### config.mk
export PLATFORM = sky130hd
export DESIGN_NAME = dot1d_stream
export DESIGN_NICKNAME = d
export VERILOG_FILES = /design/src/rtl/dot1d_stream.sv
export SDC_FILE = /design/constraint.sdc
export NUM_CORES = 1
export LEC_CHECK = 0
export CAP_MARGIN = 10
export CORE_MARGIN = 10
export CORE_UTILIZATION = 35
export CTS_CLUSTER_SIZE = 25
export DETAILED_ROUTE_END_ITERATION = 10
export PLACE_DENSITY = 0.56
export SLEW_MARGIN = 30
export SYNTH_ARGS = -nofsm -noshare
export SYNTH_HDL_FRONTEND = slang
export SYNTH_SLANG_ARGS = --single-unit
### constraint.sdc
create_clock -name clk_in -period 16 [get_ports clk_in]
set_input_delay 1.6 -clock clk_in [delete_from_list [all_inputs] [get_ports clk_in]]
set_output_delay 1.6 -clock clk_in [all_outputs]
set_load 0.05 [all_outputs]
### src/rtl/dot1d_stream.sv
// -----------------------------------------------------------------------------
// mac1d
//   Combinational fixed-point multiply-add: y = m * x + b.
//   The product is exact, binary points are aligned, and the add is done at full
//   precision with one guard integer bit. The result is then cut to the Y format.
//   Excess fraction bits are dropped, which floors toward -inf. Excess integer
//   bits are discarded, which wraps in two's complement.
//   Ports:
//     m  signed (IW_M, QW_M) multiplicand
//     x  signed (IW_X, QW_X) multiplier
//     b  signed (IW_Y, QW_Y) addend
//     y  signed (IW_Y, QW_Y) result
// -----------------------------------------------------------------------------
module mac1d #(
   parameter int IW_M = 4,
   parameter int QW_M = 8,
   parameter int IW_X = 4,
   parameter int QW_X = 8,
   parameter int IW_Y = 4,
   parameter int QW_Y = 8
) (
   input  logic [IW_M+QW_M-1:0] m,
   input  logic [IW_X+QW_X-1:0] x,
   input  logic [IW_Y+QW_Y-1:0] b,
   output logic [IW_Y+QW_Y-1:0] y
);

   localparam int WM = IW_M + QW_M;
   localparam int WX = IW_X + QW_X;
   localparam int WY = IW_Y + QW_Y;
   localparam int WP = WM + WX;             // exact product width
   localparam int QP = QW_M + QW_X;         // product fraction bits
   localparam int IP = IW_M + IW_X;         // product integer bits
   localparam int QF = (QP > QW_Y) ? QP : QW_Y;
   localparam int IS = ((IP > IW_Y) ? IP : IW_Y) + 1;  // +1 guard bit
   localparam int WS = IS + QF;             // aligned sum width

   logic signed [WP-1:0] m_ext;
   logic signed [WP-1:0] x_ext;
   logic signed [WP-1:0] prod;
   logic [WS-1:0]        p_al;
   logic [WS-1:0]        b_al;
   logic [WS-1:0]        sum;
   logic                 unused_sum;

   // Sign-extend both operands to the product width so the multiply is exact.
   assign m_ext = {{WX{m[WM-1]}}, m};
   assign x_ext = {{WM{x[WX-1]}}, x};
   assign prod  = m_ext * x_ext;

   // Align both terms to QF fraction bits. The operand with fewer fraction
   // bits gets zeros appended on the right.
   assign p_al = {{(WS-WP){prod[WP-1]}}, prod} << (QF - QP);
   assign b_al = {{(WS-WY){b[WY-1]}}, b} << (QF - QW_Y);
   assign sum  = p_al + b_al;

   // Taking a window of the two's-complement sum drops the low fraction bits,
   // which floors toward -inf. It also drops the high integer bits, which wraps.
   assign y = sum[QF-QW_Y +: WY];

   // Bits outside the window are intentionally discarded.
   assign unused_sum = ^sum;

endmodule

// -----------------------------------------------------------------------------
// dot1d_stream
//   Streaming dot-product sequencer. It accepts LEN (m, x) beats over a
//   valid/ready handshake and produces y = bias + sum(m_i * x_i), one result
//   per vector. The mac1d stage is reused on every beat: its output becomes the
//   next addend, so the Y-format rounding and wrap are applied beat by beat.
//   Ports:
//     clk_in     clock
//     rst_in     synchronous active-high reset
//     bias       signed Y-format bias, sampled on the first beat of a vector
//     in_m       signed element of m
//     in_x       signed element of x
//     in_valid   in_m/in_x valid
//     in_ready   block accepts a beat (high only while accumulating)
//     out_y      registered signed dot-product result
//     out_valid  out_y valid (high only while holding a result)
//     out_ready  downstream accepts out_y
// -----------------------------------------------------------------------------
module dot1d_stream #(
   parameter int IW_M = 4,
   parameter int QW_M = 8,
   parameter int IW_X = 4,
   parameter int QW_X = 8,
   parameter int IW_Y = 4,
   parameter int QW_Y = 8,
   parameter int LEN  = 4
) (
   input  logic                 clk_in,
   input  logic                 rst_in,
   input  logic [IW_Y+QW_Y-1:0] bias,
   input  logic [IW_M+QW_M-1:0] in_m,
   input  logic [IW_X+QW_X-1:0] in_x,
   input  logic                 in_valid,
   output logic                 in_ready,
   output logic [IW_Y+QW_Y-1:0] out_y,
   output logic                 out_valid,
   input  logic                 out_ready
);

   localparam int WY = IW_Y + QW_Y;
   localparam int CW = (LEN > 1) ? $clog2(LEN) : 1;
   localparam logic [CW-1:0] LAST = CW'(LEN - 1);

   localparam logic ACC = 1'b0;   // accepting beats
   localparam logic OUT = 1'b1;   // holding a result for downstream

   logic          state;
   logic [CW-1:0] count;
   logic [WY-1:0] acc;
   logic [WY-1:0] mac_b;
   logic [WY-1:0] mac_y;
   logic          beat;

   // The first beat of a vector starts from the bias, not from a stale acc.
   assign mac_b = (count == '0) ? bias : acc;

   mac1d #(
      .IW_M(IW_M), .QW_M(QW_M),
      .IW_X(IW_X), .QW_X(QW_X),
      .IW_Y(IW_Y), .QW_Y(QW_Y)
   ) u_mac (
      .m(in_m),
      .x(in_x),
      .b(mac_b),
      .y(mac_y)
   );

   // Both handshake flags decode from the state register alone. This keeps the
   // ready/valid paths free of combinational loops through neighbouring blocks.
   assign in_ready  = (state == ACC);
   assign out_valid = (state == OUT);
   assign beat      = in_valid && in_ready;

   always_ff @(posedge clk_in) begin
      // NOTE: state registers use non-blocking assignments, so every register
      // samples the values from before this edge, whatever the statement order.
      if (rst_in) begin
         state <= ACC;
         count <= '0;
         acc   <= '0;
         out_y <= '0;
      end else begin
         case (state)
            ACC: begin
               if (beat) begin
                  acc <= mac_y;
                  if (count == LAST) begin
                     out_y <= mac_y;
                     count <= '0;
                     state <= OUT;
                  end else begin
                     count <= count + 1'b1;
                  end
               end
            end
            OUT: begin
               if (out_ready) begin
                  state <= ACC;
               end
            end
            default: state <= ACC;
         endcase
      end
   end

endmodule
==> results by group <==
Detailed routing
  – Vias/cell: 4.69
  – Drt total wl: 13.4 mm
  – Vias: 4260
  – # DRC: 0
  – Detailed Routing Iterations Pass 1: 5
  – Routed Antenna Nets: 0
  – Number of DRC markers in iteration 0: 194
  – Wire per inst: 14.7 um

GRT
  – First-pass GRT wire length: 23.1 mm
  – Largest net degree at the start of global routing: 28
  – GR Util All Layers: 12.6%
  – Grt total ovfl: 0
  – Initial antenna violation count: 0
  – Vias in the first global route: 4699

Floorplanning
  – Die width: 150 um
  – Initial Util: 35.6%
  – Die H: 150 um
  – Cell Rows: 47
  – IO Pins: 54
  – DIE AREA: 22500 um2
  – Core area: 16600 um2

Timing
  – Period Utilization, post-route: 45.6%
  – FMAX: 137 MHz
  – Final hold violations: 0
  – Final setup TNS: 0 ns
  – # setup viols final: 0
  – Fin crit period: 7.29 ns
  – Actual slew at the worst max-slew pin: 1.01 ns
  – Setup slack after layout: 8.71 ns
  – Slew Limit Fails: 0
  – Slew Limit Headroom: 32.4%
  – Fin Clk Skew: 0.00366 ns
  – RSZ-0062 raised after global routing: no

Synth
  – Ys Warns: 0
  – Cell Area, Synth: 5900 um2
  – Syn Inst Count: 663
  – Post-synth EDFFs: 0
  – Leading area contributor after synthesis: fa_1
  – Post-synth top area share: 41.4%
  – Library cells used by synthesis: 35
  – Top cells by area, synth: fa_1 (41%), ha_1 (11%), dfxtp_1 (9.2%)
  – Synth Net Count: 876
  – Synth Flop Type: dfxtp_1
  – Top post-synthesis cells by count: inv_1 (135), fa_1 (122), nand2_1 (119)
  – Post-synth ARST share: 0%
  – Sequential element share of the synthesized area: 9.16%
  – Top-count cell post-synth: inv_1
  – Seq cells post-synth: 27
  – Syn Area/Cell: 8.90 um2

Worst setup path
  – Critical Path RT: 16.17 ns
  – R2R Path Start: count[0]
  – Worst-path cell chain: clkdlybuf4s50_1 -> and2_1 -> fa_1 -> inv_1 -> fa_1 -> inv_1 -> fa_1 -> fa_1 -> fa_1 -> fa_1 -> ha_1 -> a21o_1 -> a2111oi_2 -> a21bo_2 -> a41oi_1 -> xnor2_1 -> nand2_1 -> a21oi_1
  – Critical path class: input pin to flop
  – Crit path DAT: 7.46 ns
  – Max FO, Critical Path: 13
  – Crit path launch: in_x[6]
  – Most frequent CP cell: fa_1
  – Slowest CP cell: clkdlybuf4s50_1
  – CP Capture Type: flop
  – CP Launch Type: input pin
  – Slowest stage delay, CP: 0.69 ns
  – R2R Setup Slk: 10.31 ns

Clock network
  – CTS buffer count: 3
  – Post-CTS Setup Repair Bufs: 0
  – Clock Tree Buf Depth: 2
  – Clock tree from TritonCTS: yes
  – Root buffer cell: clkbuf_16
  – Cts hold-fix bufs: 0
  – TritonCTS Sinks: 27
  – H-tree levels: 1
  – Resized Gates After CTS: 0
  – Skew-Pair Late Insertion Delay: 0.26 ns
  – Clock transition at the registers of the reported paths: 0.06 ns

Cells and area
  – Fill cell count: 1662
  – Area Overhead vs Synth: 13.0%
  – Final Util: 40.2%
  – Ant diodes: 0
  – Nets@finish: 903
  – Share of layout cells above drive strength 1: 1.74%

Placement
  – Port-buffer cells: 53
  – Detailed Place HPWL: 11.8 mm
  – Place WS: 8.40 ns
  – RD Place Congestion: 0.885

Outcome
  – Status: finished, final reports clean

Job
  – Maxcap violations: 0

Min path
  – Worst min-delay path startpoint: out_y[6]
  – Hold WC Path Type: flop to flop
==> critical path, delay by kind of cell <==
kind,cells,cell delay [ns]
AOI/OAI and AO/OA,5,1.22
and+or+nand+nor,2,0.41
adders and majority gates,7,3.26
buffers and inverters,3,0.79
xor gates and xnor gates,1,0.17
==> per-stage QoR <==
stage | std cells | instance area [um2] | hold slack, ns
2_1_floorplan | 663 | 5900 | 0.434
3_3_place_gp | 905 | 6590 | 0.441
3_5_place_dp | 905 | 6590 | 0.446
4_1_cts | 909 | 6670 | 0.455
5_1_grt | 909 | 6670 | 0.471
6_report | 909 | 6670 | 0.455
==> path summary, 6_finish.rpt <==
kind	endpoint	depth (start not counted)
max reg2reg	acc[9]	17
min reg2reg	out_y[6]	2
max	acc[9]	18
min	out_y[6]	2
==> sequential cells by signal, summed over array words and instances, names as in the netlist <==
| signal | cells |
|---|---|
| acc | 12 |
| count | 2 |
| out_valid | 1 |
| out_y | 12 |
==> cells by family (layout without fill, tap and decap cells) <==
kind of cell               count (synthesis)  after routing  synth area share, %
xor gates and xnor gates                  31             31                 4.60
DFF                                       27             27                 9.16
and+or+nand+nor                          203            203                 15.7
AOI/OAI and AO/OA                         51             51                 5.66
adders and majority gates                173            173                 52.2
muxes                                     12             12                 2.08
buffers and inverters                    166            192                 10.6
==> area by class of cell <==
type	instances	area (um2)	area share [%]
Multi-Input combinational cell	470	4740	71.0
Tap cell	220	275	4.13
Sequential cell	27	541	8.11
Inverter	135	507	7.60
Timing Repair Buffer	53	531	7.95
Clock buffer	4	78.8	1.18
==> per-layer routing <==
layer / GRT usage, % / part of all wire (%) / wire [um]
met5: 0 / 0 / 0
met4: 1.31 / 0.81 / 108
met3: 1.15 / 3.0 / 399
met2: 24.0 / 55 / 7400
met1: 15.2 / 41 / 5460
==> layout by cell type, fill, tap and decap left out, drive strengths merged, types with 2 or more instances in the layout <==
cell,n
a211oi,4
a21bo,2
a21o,3
a21oi,28
a31oi,3
and2,51
and4,2
clkbuf,4
clkdlybuf4s50,53
dfxtp,27
fa,122
ha,51
inv,135
mux2,2
mux2i,10
nand2,119
nand2b,4
nor2,19
nor3,4
o21a,3
o21ai,3
xnor2,24
xor2,7
Power is not shown: default switching activity piles up to over one toggle a cycle in this logic, so the estimate is an artifact.
